$ cat src/rtl/apu_pkg.sv
// apu_pkg: shared APU register offsets, noise enable bit, FSM state type and status helper
package apu_pkg;
  localparam logic [15:0] OFS_400C = 16'h000C;
  localparam logic [15:0] OFS_400E = 16'h000E;
  localparam logic [15:0] OFS_400F = 16'h000F;
  localparam logic [15:0] OFS_4015 = 16'h0015;
  localparam int NOISE_EN_BIT = 3;
  typedef enum logic {IDLE, RESP} state_t;
  function automatic logic [7:0] status_byte(input logic nz);
    return {4'b0, nz, 3'b0};
  endfunction
endpackage

$ cat src/rtl/apu_noise_regs_if.sv
// apu_noise_regs_if: CPU valid/ready register bus between CPU (master) and register block (slave)
interface apu_noise_regs_if;
  logic        cpu_valid;
  logic        cpu_ready;
  logic        cpu_we;
  logic [15:0] cpu_addr;
  logic [7:0]  cpu_wdata;
  logic [7:0]  cpu_rdata;
  logic        cpu_rvalid;
  modport master (output cpu_valid, cpu_we, cpu_addr, cpu_wdata, input cpu_ready, cpu_rdata, cpu_rvalid);
  modport slave (input cpu_valid, cpu_we, cpu_addr, cpu_wdata, output cpu_ready, cpu_rdata, cpu_rvalid);
endinterface

$ cat src/rtl/apu_noise_regs.sv
// apu_noise_regs: CPU-side writer for noise channel registers with strobes, length pulses and $4015 status
module apu_noise_regs
  import apu_pkg::*;
#(
  parameter logic [15:0] BASE_ADDR = 16'h4000
) (
  input  logic              clk,
  input  logic              rst,
  apu_noise_regs_if.slave   bus,
  input  logic              noise_len_nz,
  output logic [7:0]        r400c,
  output logic [7:0]        r400e,
  output logic [7:0]        r400f,
  output logic [7:0]        r4015,
  output logic              wr400c,
  output logic              wr400e,
  output logic              wr400f,
  output logic              len_load,
  output logic              len_clear
);
  state_t      r_state;
  state_t      w_next;
  logic [15:0] w_ofs;
  logic        w_acc;
  logic        w_wr0c, w_wr0e, w_wr0f, w_wr15, w_rd15;
  logic [7:0]  r_400c, r_400e, r_400f, r_4015, r_rdata;
  logic        r_wr0c, r_wr0e, r_wr0f, r_ld, r_clr, r_rvalid;
  // addresses below the base wrap to huge offsets and so match nothing
  assign w_ofs  = bus.cpu_addr - BASE_ADDR;
  assign w_acc  = bus.cpu_valid && bus.cpu_ready;
  assign w_wr0c = w_acc && bus.cpu_we && w_ofs == OFS_400C;
  assign w_wr0e = w_acc && bus.cpu_we && w_ofs == OFS_400E;
  assign w_wr0f = w_acc && bus.cpu_we && w_ofs == OFS_400F;
  assign w_wr15 = w_acc && bus.cpu_we && w_ofs == OFS_4015;
  assign w_rd15 = w_acc && !bus.cpu_we && w_ofs == OFS_4015;
  // state register
  always_ff @(posedge clk)
    r_state <= rst ? IDLE : w_next;
  // next state: any accepted access takes exactly one response cycle
  always_comb
    w_next = (r_state == IDLE && w_acc) ? RESP : IDLE;
  // ready only in IDLE and never while reset is held
  always_comb
    bus.cpu_ready = !rst && r_state == IDLE;
  // register file plus pulses that live only for the response cycle
  always_ff @(posedge clk) begin
    if (rst) begin
      r_400c   <= 8'h00;
      r_400e   <= 8'h00;
      r_400f   <= 8'h00;
      r_4015   <= 8'h00;
      r_rdata  <= 8'h00;
      r_wr0c   <= 1'b0;
      r_wr0e   <= 1'b0;
      r_wr0f   <= 1'b0;
      r_ld     <= 1'b0;
      r_clr    <= 1'b0;
      r_rvalid <= 1'b0;
    end else begin
      r_400c   <= w_wr0c ? bus.cpu_wdata : r_400c;
      r_400e   <= w_wr0e ? bus.cpu_wdata : r_400e;
      r_400f   <= w_wr0f ? bus.cpu_wdata : r_400f;
      r_4015   <= w_wr15 ? bus.cpu_wdata : r_4015;
      r_wr0c   <= w_wr0c;
      r_wr0e   <= w_wr0e;
      r_wr0f   <= w_wr0f;
      r_ld     <= w_wr0f && r_4015[NOISE_EN_BIT];
      r_clr    <= w_wr15 && !bus.cpu_wdata[NOISE_EN_BIT];
      r_rvalid <= w_acc && !bus.cpu_we;
      r_rdata  <= w_rd15 ? status_byte(noise_len_nz) : 8'h00;
    end
  end
  assign r400c          = r_400c;
  assign r400e          = r_400e;
  assign r400f          = r_400f;
  assign r4015          = r_4015;
  assign wr400c         = r_wr0c;
  assign wr400e         = r_wr0e;
  assign wr400f         = r_wr0f;
  assign len_load       = r_ld;
  assign len_clear      = r_clr;
  assign bus.cpu_rvalid = r_rvalid;
  assign bus.cpu_rdata  = r_rdata;
endmodule

$ cat src/flat_wrapper.sv
// flat-port wrapper written by rule: the top's interface ports become plain ports
module apu_noise_regs_flat import apu_pkg::*;
#(
  parameter logic [15:0] BASE_ADDR = 16'h4000
)
  (clk, rst, noise_len_nz, r400c, r400e, r400f, r4015, wr400c, wr400e, wr400f, len_load, len_clear, bus_cpu_valid, bus_cpu_we, bus_cpu_addr, bus_cpu_wdata, bus_cpu_ready, bus_cpu_rdata, bus_cpu_rvalid);
  apu_noise_regs_if bus_i ();
  input  logic clk;
  input  logic rst;
  input  logic noise_len_nz;
  output logic [7:0] r400c;
  output logic [7:0] r400e;
  output logic [7:0] r400f;
  output logic [7:0] r4015;
  output logic wr400c;
  output logic wr400e;
  output logic wr400f;
  output logic len_load;
  output logic len_clear;
  input wire logic [$bits(bus_i.cpu_valid)-1:0] bus_cpu_valid;
  input wire logic [$bits(bus_i.cpu_we)-1:0] bus_cpu_we;
  input wire logic [$bits(bus_i.cpu_addr)-1:0] bus_cpu_addr;
  input wire logic [$bits(bus_i.cpu_wdata)-1:0] bus_cpu_wdata;
  output wire logic [$bits(bus_i.cpu_ready)-1:0] bus_cpu_ready;
  output wire logic [$bits(bus_i.cpu_rdata)-1:0] bus_cpu_rdata;
  output wire logic [$bits(bus_i.cpu_rvalid)-1:0] bus_cpu_rvalid;
  assign bus_i.cpu_valid = bus_cpu_valid;
  assign bus_i.cpu_we = bus_cpu_we;
  assign bus_i.cpu_addr = bus_cpu_addr;
  assign bus_i.cpu_wdata = bus_cpu_wdata;
  assign bus_cpu_ready = bus_i.cpu_ready;
  assign bus_cpu_rdata = bus_i.cpu_rdata;
  assign bus_cpu_rvalid = bus_i.cpu_rvalid;
  apu_noise_regs #(.BASE_ADDR(BASE_ADDR)) u_core (.clk(clk), .rst(rst), .bus(bus_i), .noise_len_nz(noise_len_nz), .r400c(r400c), .r400e(r400e), .r400f(r400f), .r4015(r4015), .wr400c(wr400c), .wr400e(wr400e), .wr400f(wr400f), .len_load(len_load), .len_clear(len_clear));
endmodule
$ cat config.mk
export PLATFORM = sky130hd
export DESIGN_NAME = apu_noise_regs_flat
export DESIGN_NICKNAME = d
export VERILOG_FILES = /design/src/rtl/apu_pkg.sv /design/src/rtl/apu_noise_regs_if.sv /design/src/rtl/apu_noise_regs.sv /design/src/flat_wrapper.sv
export SDC_FILE = /design/constraint.sdc
export NUM_CORES = 1
export LEC_CHECK = 0
export ABC_CLOCK_PERIOD_IN_PS = 2400
export CAP_MARGIN = 10
export CORE_ASPECT_RATIO = 1.5
export CORE_MARGIN = 1.5
export CORE_UTILIZATION = 44
export DETAILED_ROUTE_END_ITERATION = 8
export PLACE_DENSITY = 0.84
export SYNTH_ARGS = -nofsm -noshare
export SYNTH_HDL_FRONTEND = slang
export SYNTH_SLANG_ARGS = --single-unit
export TNS_END_PERCENT = 30
$ cat constraint.sdc
create_clock -name clk -period 2.4 [get_ports clk]
set_input_delay 0.36 -clock clk [delete_from_list [all_inputs] [get_ports clk]]
set_output_delay 0.36 -clock clk [all_outputs]
set_load 0.005 [all_outputs]
[Word-level counts from Yosys, hierarchy flattened]
Cells that the tools add are included.
Storage, ports and cells
  flip-flop bits (word level): 47
  bits of input ports: 29
  output and inout bits: 47
  logic and storage cells: 37
Operators by class
  $add $sub $neg: 1
  eq/ne operators: 4
  muxes and demuxes: 1
  bitwise operators: 2
  reductions and logical operators: 16
Operators with widths (count)
  == test 16 x 4 -> 1 bit (second input constant): 3
  == test 16 x 5 -> 1 bit (second input constant): 1
  subtractor 16 x 15 -> 16 bit (second input constant): 1
  logical AND 1 bit: 12
  logical NOT 1 bit: 3
  inverter 1 bit: 2
  OR reduction 2 bit: 1
  2-to-1 mux 1 bit: 1

[Longest topological paths before layout]
  depth after elaboration: 7
  mapped depth: 8
  mapped depth without buffers: 7

[Least setup slack after synthesis]
No wires, ideal clock.
  kind: input-to-reg
  start point: in bus_cpu_addr[13]
  end point: reg u_core.r_400f[6] (netlist: u_core.r400f[6])
  library setup time: 72 ps
  arrival: 1668 ps
  data required time: 2328 ps
  setup slack: 661 ps
  stages: 6
  path buffers: 1
  path through: nor4b_4 > nand3_2 > or4_4 > buf_6 > inv_2 > mux2i_1
Between the ends
  word-level cells in the longest chain between the ends: 3
Ends and longest elaborated chain
  start, declared: RTL line flat_wrapper.sv:22  | input wire logic [$bits(bus_i.cpu_addr)-1:0] bus_cpu_addr;
  subtractor 16 x 15 -> 16 bit: RTL line apu_noise_regs.sv:29  | assign w_ofs = bus.cpu_addr - BASE_ADDR;
  == test 16 x 4 -> 1 bit: RTL line apu_noise_regs.sv:33  | assign w_wr0f = w_acc && bus.cpu_we && w_ofs == OFS_400F;
  logical AND 1 bit: RTL line apu_noise_regs.sv:33
  end signal, assigned: RTL line apu_noise_regs.sv:62  | r_400f <= w_wr0f ? bus.cpu_wdata : r_400f;
  end, declared: RTL line apu_noise_regs.sv:26  | logic [7:0] r_400c, r_400e, r_400f, r_4015, r_rdata;
Every way passes these cells.
A chain may end at the register's enable or synchronous reset.

[Final worst setup path]
  start point: in bus_cpu_addr[9]
  end point: reg u_core.r_400c[0] (netlist: u_core.r400c[0])
Between the ends
  word-level cells in the longest chain between the ends: 3
Ends and longest elaborated chain
  subtractor 16 x 15 -> 16 bit: RTL line apu_noise_regs.sv:29
  == test 16 x 4 -> 1 bit: RTL line apu_noise_regs.sv:31  | assign w_wr0c = w_acc && bus.cpu_we && w_ofs == OFS_400C;
  logical AND 1 bit: RTL line apu_noise_regs.sv:31
  end signal, assigned: RTL line apu_noise_regs.sv:60  | r_400c <= w_wr0c ? bus.cpu_wdata : r_400c;
  end, declared: RTL line apu_noise_regs.sv:26
Every way passes these cells.

==> results.sh <==
export IMPL_cts_buffers=5
export IMPL_place_hpwl_um=2490
export IMPL_max_clock_freq_mhz=490
export IMPL_required_ps=2560
export IMPL_grt_max_degree=41
export IMPL_syn_avg_cell_area_um2=10.7
export IMPL_cts_sinks=40
export IMPL_tns_ps=0
export IMPL_clk_path_buf_depth=2
export IMPL_finalHoldViolCount=0
export IMPL_cts_max_level=2
export IMPL_fin_crit_sh=0.851
export IMPL_areaGrowthSynthToFinish_pct=45.9
export IMPL_cap_violations=0
export IMPL_layout_commonest_cell="clkdlybuf4s50_1"
export IMPL_first_pass_iters=4
export IMPL_drtIter0Drc=8
export IMPL_drv_slew=0
export IMPL_gr_total_overflow=0
export IMPL_drtAntennaViolNets=0
export IMPL_pre_cts_slack_ps=27.4
export IMPL_ys_ff_latch=40
export IMPL_leakage_nw=1.03
export IMPL_nets=253
export IMPL_ios=76
export IMPL_rsz0062_at_grt="false"
export IMPL_layout_drive_gt1_share=0.0800
export IMPL_grt_usage=0.178
export IMPL_die_w_um=53.1
export IMPL_io_buffers=68
export IMPL_finalClockSkew_ps=1.96
export IMPL_dpl_cell_area_mm2=0.00233
export IMPL_num_rows=27
export IMPL_slew_headroom=0.669
export IMPL_clk_pin_slew_ps=70
export IMPL_dr_total_vias=1266
export IMPL_fp_coreArea_mm2=0.00365
export IMPL_fin_cells=268
export IMPL_die_h_um=78.2
export IMPL_postSynthCellCount=155
export IMPL_cts_hold_buf=0
export IMPL_p_per_area_mw_per_mm2=496
export IMPL_fin_total_pwr_mw=1.20
export IMPL_yosysSeqAreaShare=0.483
export IMPL_yosysUniqueCellTypes=23
export IMPL_outcome="finished, final reports clean"
export IMPL_dieArea_mm2=0.00415
export IMPL_worst_setup_path_end_kind="flop"
export IMPL_startpoint_type="input pin"
export IMPL_fin_crit_ps=2040
export IMPL_grt_pass1_vias=1216
export IMPL_start_util=0.454
export IMPL_cp_data_arrival_time_ps=2210
export IMPL_worst_skew_pair_late_latency_ps=280
export IMPL_synth_area_mm2=0.00166
export IMPL_crit_fanout=9
export IMPL_ir_drop_mv=0.295
export IMPL_place_inst=260
export IMPL_ys_warn_count=0
export IMPL_max_slew_worst_pin_slew_ps=492
export IMPL_cpPeakStageDelay_ps=630
export IMPL_avgRoutedWirePerCell_um=12.3
export IMPL_routed_via_density=4.72
export IMPL_drc=0
export IMPL_setup_viol=0
export IMPL_cts_resized=0
export IMPL_layout_common_cells="clkdlybuf4s50_1 (68), nand2b_1 (40), dfxtp_1 (40)"
export IMPL_finalHoldWorstSlack_ps=475
export IMPL_hold_class="flop to flop"
export IMPL_setup_slack_ps=358
export IMPL_cts_tree="yes"
export IMPL_final_cell_area_mm2=0.00242
export IMPL_crit_type="input pin to flop"
export IMPL_grt_pass1_wl_um=5310
export IMPL_cts_root_buffer="clkbuf_8"
export IMPL_wl_um=3300
export IMPL_crit_chain="clkdlybuf4s50_1 -> nor4_1 -> nand4_1 -> or3_2 -> mux2i_1"
export IMPL_critical_path_slowest_cell="or3_2"
export IMPL_antenna_found_initial=0
export IMPL_place_congestion=0.776
export IMPL_antenna_cells=0
export IMPL_post_cts_setup_buffers=0
export IMPL_fin_util=0.663
==> per-layer routing <==
metal	vias to the layer above	share of wire	GRT usage
li1	632	-	-
met4	0	0.032	0.100
met2	50	0.53	0.303
met1	576	0.39	0.191
met5	-	0	0
met3	8	0.050	0.0475
==> area by class of cell <==
class | instances | area (um2)
inverter | 5 | 18.8
multi-input combinational | 102 | 758
tap | 43 | 53.8
timing repair buffer | 70 | 696
fill | 322 | 1230
sequential | 40 | 801
clock buffer | 8 | 90.1
==> synth_stat cells <==
library cell   n  area (um2)
dfxtp_1       40         801
nand2b_1      40         250
mux2i_1       32         320
buf_4          7        52.6
clkbuf_1       4        15.0
buf_6          3        33.8
inv_1          3        11.3
nand2_1        3        11.3
and2_1         2        12.5
inv_2          2        7.51
nand4_1        2        12.5
nor2_2         2        12.5
nor2b_1        2        12.5
nor3_1         2        10.0
nor4_1         2        12.5
or3_2          2        15.0
conb_1         1        3.75
nand2_2        1        6.26
nand3_2        1        10.0
nor2_1         1        3.75
nor3b_1        1        7.51
nor4b_4        1        23.8
or4_4          1        11.3
==> cell families (layout without fill, tap and decap cells) <==
group	after synthesis	in the layout	share of synthesized area
muxes	32	32	0.193
other	1	7	0.00226
buffers and inverters	19	83	0.0725
and+or+nand+nor	63	63	0.248
DFF	40	40	0.483
==> state kept, by name, indices dropped and copies added (netlist names) <==
register	flops
u_core.r400e	8
u_core.wr400f	1
u_core.r4015	8
u_core.bus.cpu_rdata	1
u_core.r400f	8
u_core.len_load	1
u_core.bus.cpu_rvalid	1
u_core.r400c	8
u_core.wr400c	1
u_core.len_clear	1
u_core.r_state	1
u_core.wr400e	1
==> worst paths after layout <==
path,depth (start not counted),endpoint,slack [ps],from
max,5,u_core.r400c[0]$_SDFFE_PP0P_,360,bus_cpu_addr[9]
min,2,u_core.r400e[3]$_SDFFE_PP0P_,480,u_core.r400e[3]$_SDFFE_PP0P_
max reg2reg,7,u_core.r400f[6]$_SDFFE_PP0P_,720,u_core.r_state$_SDFF_PP0_
min reg2reg,2,u_core.r400e[3]$_SDFFE_PP0P_,480,u_core.r400e[3]$_SDFFE_PP0P_
==> worst max-delay path: cells and delay by family <==
family,cells,cell delay (ps)
muxes,1,180
buffers and inverters,1,400
and+or+nand+nor,3,1270
==> power by group <==
group | switching (mW) | leakage [nW] | internal [mW]
clock | 0.205 | 0.0455 | 0.234
sequential | 0.000576 | 0.322 | 0.665
combinational | 0.0329 | 0.657 | 0.0608
total | 0.239 | 1.03 | 0.960
No activity file was read; power rests on OpenSTA's default activity.
